===== config.mk =====
export PLATFORM = sky130hd
export DESIGN_NAME = spi_master
export DESIGN_NICKNAME = d
export VERILOG_FILES = /design/src/rtl/spi_master.sv
export SDC_FILE = /design/constraint.sdc
export NUM_CORES = 1
export LEC_CHECK = 0
export BUFFER_PORTS_ARGS = -buffer_cell sky130_fd_sc_hd__clkbuf_2
export CAP_MARGIN = 10
export CORE_ASPECT_RATIO = 0.6
export CORE_MARGIN = 8
export CORE_UTILIZATION = 30
export DETAILED_ROUTE_END_ITERATION = 7
export GPL_ROUTABILITY_DRIVEN = 0
export PLACE_DENSITY = 0.52
export SETUP_SLACK_MARGIN = 0.1
export SLEW_MARGIN = 0
export SYNTH_ARGS = -nofsm -noshare
export SYNTH_HDL_FRONTEND = slang
export SYNTH_SLANG_ARGS = --single-unit

===== constraint.sdc =====
create_clock -name clock -period 2.35 [get_ports clock]
set_input_delay 0.1175 -clock clock [delete_from_list [all_inputs] [get_ports clock]]
set_output_delay 0.1175 -clock clock [all_outputs]
set_load 0.01 [all_outputs]

===== src/rtl/spi_master.sv =====
// spi_master: SPI initiator for the single-slave register protocol.
// One frame per transaction: ID byte, address byte, data byte, MSB first,
// SCLK idles low. A start/busy/done handshake faces the on-chip side.
// Optional feature (define SPI_WR_VERIFY_EN): every write is followed by an
// automatic read-back of the same address, and a verify_err output flags a
// read-back value that differs from the written data.

module spi_master #(
    parameter int unsigned CLK_DIV   = 8,      // system clocks per SCLK half-period (6..255)
    parameter logic [7:0]  SLAVE_IDW = 8'hFF,  // ID byte for a write frame
    parameter logic [7:0]  SLAVE_IDR = 8'h00,  // ID byte for a read frame
    parameter int unsigned SS_GAP    = 20      // clocks SS stays high before done (>= 17)
) (
    input  logic       clock,
    input  logic       reset,
    input  logic       start,
    input  logic       rw,
    input  logic [7:0] addr,
    input  logic [7:0] wdata,
    output logic       busy,
    output logic       done,
    output logic [7:0] rdata,
    output logic       ss,
    output logic       sclk,
    output logic       mosi,
    input  logic       miso
`ifdef SPI_WR_VERIFY_EN
    ,
    output logic       verify_err
`endif
);

    // ------------------------------------------------------------------
    // State encoding (kept as plain constants for legacy tool flows)
    // ------------------------------------------------------------------
    localparam logic [2:0] ST_IDLE  = 3'd0;
    localparam logic [2:0] ST_LEAD  = 3'd1;
    localparam logic [2:0] ST_SHIFT = 3'd2;
    localparam logic [2:0] ST_TRAIL = 3'd3;
    localparam logic [2:0] ST_GAP   = 3'd4;
    localparam logic [2:0] ST_FIN   = 3'd5;

    // One shared down-the-phase counter; 16 bits covers both CLK_DIV and SS_GAP.
    localparam int unsigned CNT_W    = 16;
    localparam logic [CNT_W-1:0] DIV_LAST = CNT_W'(CLK_DIV - 1);
    localparam logic [CNT_W-1:0] GAP_LAST = CNT_W'(SS_GAP - 1);

    // Bit index of the first data-byte bit and of the final frame bit.
    localparam logic [4:0] FIRST_DATA_BIT = 5'd16;
    localparam logic [4:0] LAST_BIT       = 5'd23;

    // ------------------------------------------------------------------
    // Registers
    // ------------------------------------------------------------------
    logic [2:0]       state;
    logic [CNT_W-1:0] cnt;        // clocks spent in the current phase
    logic [4:0]       bit_cnt;    // frame bit being shifted, 0..23
    logic [23:0]      shift_reg;  // outgoing frame, MSB is on the wire next
    logic [7:0]       rx_shift;   // data-byte bits captured from miso
    logic             rw_q;       // transaction type captured with start

`ifdef SPI_WR_VERIFY_EN
    logic [7:0]       addr_q;      // address reused by the read-back frame
    logic [7:0]       wdata_q;     // written value compared against read-back
    logic             verify_pass; // set while the read-back frame is running
    logic [23:0]      rb_frame;
`endif

    // Frame image loaded when a transaction is accepted.
    logic [7:0]  load_id;
    logic [7:0]  load_data;
    logic [23:0] load_frame;

    // Build the outgoing frame from the live request inputs.
    always_comb begin
        // NOTE: every combinational output gets a value on every path first,
        // otherwise synthesis infers a latch to hold the old value.
        load_id    = SLAVE_IDR;
        load_data  = 8'h00;
        if (rw) begin
            load_id   = SLAVE_IDW;
            load_data = wdata;
        end
        load_frame = {load_id, addr, load_data};
    end

`ifdef SPI_WR_VERIFY_EN
    // Read-back frame reuses the captured address; data byte shifts zeros.
    assign rb_frame = {SLAVE_IDR, addr_q, 8'h00};
`endif

    // Transaction sequencer: FSM, phase counters, shifters and all outputs.
    always_ff @(posedge clock) begin
        if (reset) begin
            // NOTE: sequential state uses non-blocking assignments so every
            // register samples the pre-edge values of its neighbours.
            state     <= ST_IDLE;
            cnt       <= '0;
            bit_cnt   <= '0;
            shift_reg <= '0;
            rx_shift  <= '0;
            rw_q      <= 1'b0;
            busy      <= 1'b0;
            done      <= 1'b0;
            rdata     <= 8'h00;
            ss        <= 1'b1;
            sclk      <= 1'b0;
            mosi      <= 1'b0;
`ifdef SPI_WR_VERIFY_EN
            addr_q      <= 8'h00;
            wdata_q     <= 8'h00;
            verify_pass <= 1'b0;
            verify_err  <= 1'b0;
`endif
        end else begin
            // done is a single-cycle pulse unless the GAP exit re-asserts it.
            done <= 1'b0;

            case (state)
                ST_IDLE: begin
                    if (start) begin
                        rw_q      <= rw;
                        shift_reg <= load_frame;
                        mosi      <= load_frame[23];
                        ss        <= 1'b0;
                        sclk      <= 1'b0;
                        busy      <= 1'b1;
                        cnt       <= '0;
                        bit_cnt   <= '0;
                        state     <= ST_LEAD;
`ifdef SPI_WR_VERIFY_EN
                        addr_q      <= addr;
                        wdata_q     <= wdata;
                        verify_pass <= 1'b0;
                        verify_err  <= 1'b0;
`endif
                    end
                end

                // SS low with SCLK low and the first bit already on MOSI.
                ST_LEAD: begin
                    if (cnt == DIV_LAST) begin
                        cnt   <= '0;
                        state <= ST_SHIFT;
                    end else begin
                        cnt <= cnt + 1'b1;
                    end
                end

                // sclk doubles as the phase flag: 0 = low half, 1 = high half.
                ST_SHIFT: begin
                    if (cnt == DIV_LAST) begin
                        cnt <= '0;
                        if (!sclk) begin
                            sclk <= 1'b1;
                        end else begin
                            // End of the high half: capture, fall, advance MOSI.
                            sclk      <= 1'b0;
                            shift_reg <= {shift_reg[22:0], 1'b0};
                            mosi      <= shift_reg[22];
                            if (bit_cnt >= FIRST_DATA_BIT) begin
                                rx_shift <= {rx_shift[6:0], miso};
                            end
                            if (bit_cnt == LAST_BIT) begin
                                bit_cnt <= '0;
                                state   <= ST_TRAIL;
                            end else begin
                                bit_cnt <= bit_cnt + 1'b1;
                            end
                        end
                    end else begin
                        cnt <= cnt + 1'b1;
                    end
                end

                // Hold SS low one more half-period after the last fall of SCLK.
                ST_TRAIL: begin
                    if (cnt == DIV_LAST) begin
                        cnt   <= '0;
                        ss    <= 1'b1;
                        mosi  <= 1'b0;
                        state <= ST_GAP;
                    end else begin
                        cnt <= cnt + 1'b1;
                    end
                end

                // SS high long enough for the slave to finish its DONE handling.
                ST_GAP: begin
                    if (cnt == GAP_LAST) begin
                        cnt <= '0;
`ifdef SPI_WR_VERIFY_EN
                        if (rw_q && !verify_pass) begin
                            // Chain the read-back frame without a done pulse.
                            verify_pass <= 1'b1;
                            shift_reg   <= rb_frame;
                            mosi        <= rb_frame[23];
                            ss          <= 1'b0;
                            bit_cnt     <= '0;
                            state       <= ST_LEAD;
                        end else begin
                            // The last frame is always a read in this build.
                            done  <= 1'b1;
                            busy  <= 1'b0;
                            rdata <= rx_shift;
                            if (rw_q) begin
                                verify_err <= (rx_shift != wdata_q);
                            end
                            state <= ST_FIN;
                        end
`else
                        done <= 1'b1;
                        busy <= 1'b0;
                        if (!rw_q) begin
                            rdata <= rx_shift;
                        end
                        state <= ST_FIN;
`endif
                    end else begin
                        cnt <= cnt + 1'b1;
                    end
                end

                // done is high in this cycle; a new start is accepted next cycle.
                ST_FIN: begin
                    state <= ST_IDLE;
                end

                default: begin
                    state <= ST_IDLE;
                end
            endcase
        end
    end

endmodule


==> results_dict.tcl <==
set metrics [dict create \
    crit_fanout 7 \
    grt_overflow_total 0 \
    core_area_mm2 0.01067 \
    crit_path_cell_trace "nor4_4 > a41oi_1 > a21oi_1 > o21ai_0 > a22o_1" \
    synth_top_flop_cell "dfxtp_1" \
    route.met2.wl_um 3255 \
    die_h_um 97.34 \
    die_area_mm2 0.01475 \
    grt_pass1_wl_um 14410 \
    synth_cell_types 56 \
    holdPathStages 3 \
    vias 3060 \
    hold_start "miso" \
    grt_pass1_vias 2731 \
    dp_hpwl_um 6199 \
    initial_core_util 0.3101 \
    cp_num_buf_inv 0 \
    cts_buffer_depth 2 \
    synth_seq_cells 69 \
    htree_levels 3 \
    ys_seq_area_frac 0.4175 \
    grt_max_degree 38 \
    status "finished clean" \
    ff2ff_path_depth 5 \
    firstDrtPassIters 4 \
    cap_violations 0 \
    period_share 0.8812 \
    antenna_found_initial 0 \
    portBuffers 33 \
    synthCells 397 \
    arrival_ns 2.30 \
    clock.fmax_mhz 482.9 \
    rows 29 \
    syn_nets 420 \
    max-vdd-ir-drop_mv 0.3562 \
    wire_per_inst_um 15.34 \
    postCtsHoldBufs 0 \
    cts_root_buf "clkbuf_16" \
    dpl.cell_count 558 \
    finalNonFillerCells 575 \
    cellLeakagePower_nw 1.429 \
    cts.sinks 69 \
    async_flop_share 0 \
    cpPeakStageDelay_ns 0.51 \
    syn_to_final_growth_pct 21.41 \
    drtIter0Drc 187 \
    worst_r2r_endpoint "cnt[3]" \
    slowest_stage "nor4_4" \
    skew_ns 0.007442 \
    placed_area_mm2 0.003656 \
    finalNetCount 454 \
    die_w_um 151.6 \
    wl_um 8823 \
    final_cell_mix "dfxtp_1, nand2_1, nor2_1" \
    cp_top_family "compound AO/OA/AOI/OAI gates" \
    finalMaxSlewViolations 0 \
    syn_area_mm2 0.003308 \
    reg2reg_slack_ns 0.28 \
    clock_latency_ns 0.33 \
    timing.rr.start "cnt[11]" \
    dpl_worst_slack_ns 0.2276 \
    setup_tns_ns 0 \
    layout_commonest_cell "dfxtp_1" \
    fin_crit_ns 2.071 \
    tritoncts "yes" \
    antenna_cells 0 \
    track_usage 0.1199 \
    rsz0062_at_grt "false" \
    synth_warnings 0 \
    drc 0 \
    startpoint_type "flip-flop" \
    antenna_left 0 \
    vias_per_cell 5.322 \
    wl_met1_um 4912 \
    syn_avg_cell_area_um2 8.333 \
    hold_viol 0 \
    final_area_mm2 0.004016 \
    design.portCount 34 \
    synth-edff-count 0 \
    largest_reg_flops 23 \
    wl_met3_um 600 \
    drive_above_1_share 0.1927 \
    numCtsBuffers 9 \
    fillers 1112 \
    cp.required_ns 2.58 \
    worstMarginPinSlew_ns 0.5535 \
    setup_violations 0 \
    hold_end "rx_shift[0]" \
    top_layer "met4" \
    hold_path.class "primary input to flip-flop" \
    layout_setup_ws_ns 0.2793 \
    end_kind "flip-flop" \
    setup.worst_path.class "flip-flop to flip-flop" \
    p_per_area_mw_per_mm2 727.6 \
    path_clk_slew_ns 0.06 \
    relSlewSlack 0.6310 \
]
==> logic make-up after synthesis <==
family	synth area share
XOR/XNOR	0.01059
adder cells (fa/ha/maj)	0.007563
buffers and inverters	0.04463
AO/OA/AOI/OAI	0.2258
flip-flops	0.4175
multiplexers	0.02723
AND/OR/NAND/NOR	0.2666
==> through the flow <==
stage	total power, mW	hold slack [ns]	utilization
6_report	2.922	0.01167	0.3765
5_1_grt	3.035	0.02008	0.3765
4_1_cts	2.943	0.004368	0.3731
3_5_place_dp	1.466	0.3620	0.3427
3_3_place_gp	1.463	0.3596	0.3427
2_1_floorplan	1.394	0.2535	-
==> power breakdown <==
part / internal (mW) / switching (mW)
combinational: 0.0845 / 0.128
sequential: 1.21 / 0.0275
clock: 0.934 / 0.539
total: 2.23 / 0.694
==> cell usage after synthesis (all sizes together) (3+ instances only) <==
master   n  area [um^2]
a21oi   25        136.4
nand2   53        201.5
and4     3        26.28
or3      3        18.77
nand4   15        100.1
a41oi    7        61.31
o21ai   20        103.9
nand3   10        50.05
inv      5        18.77
o22ai   11        68.82
nand2b   6        37.54
nor4     6        82.58
nor3b    3        27.52
a22o     3        26.28
a31oi   20        125.1
nor2    42        157.7
dfxtp   69         1381
nor3    11        65.06
clkbuf  17        63.81
a211oi  17        127.6
buf     11        65.05
mux2i    9        90.09
==> per-layer routing <==
layer	track usage	vias up
met3	0.04512	8
met4	0.02474	0
met1	0.1884	1426
li1	-	1540
met5	0	-
met2	0.1446	86
==> worst register-to-register path, stage by stage (launching register included) <==
cell and delay, ns:
dfxtp_1 0.38, nor4_4 0.51, a41oi_1 0.22, a21oi_1 0.49, o21ai_0 0.17, a22o_1 0.19
==> what timing repair did <==
action / 4_1_cts / 5_1_grt
gates resized for setup: 0 / 3
setup endpoints to repair: 0 / 21
buffers inserted: 0 / 1
==> how the worst max path moves through the flow <==
stage	start	depth (start not counted)	endpoint
2_1_floorplan	cnt[8]	7	rx_shift[2]
3_3_place_gp	cnt[0]	6	shift_reg[13]
3_5_place_dp	cnt[11]	5	shift_reg[18]
4_1_cts	cnt[11]	5	shift_reg[18]
5_1_grt	cnt[11]	5	cnt[3]
6_report	cnt[11]	5	cnt[3]
==> area by class of cell <==
| class | count | area [um^2] | area share |
|---|---|---|---|
| well taps | 139 | 173.9 | 0.04330 |
| flip-flops and latches | 69 | 1381 | 0.3439 |
| multi-input cells | 295 | 1805 | 0.4495 |
| inverters | 5 | 18.77 | 0.004673 |
| repair buffers | 51 | 312.8 | 0.07788 |
| clock buffers | 9 | 225.2 | 0.05607 |
| clock inverters | 7 | 98.84 | 0.02461 |
No activity file was read; power rests on OpenSTA's default activity.
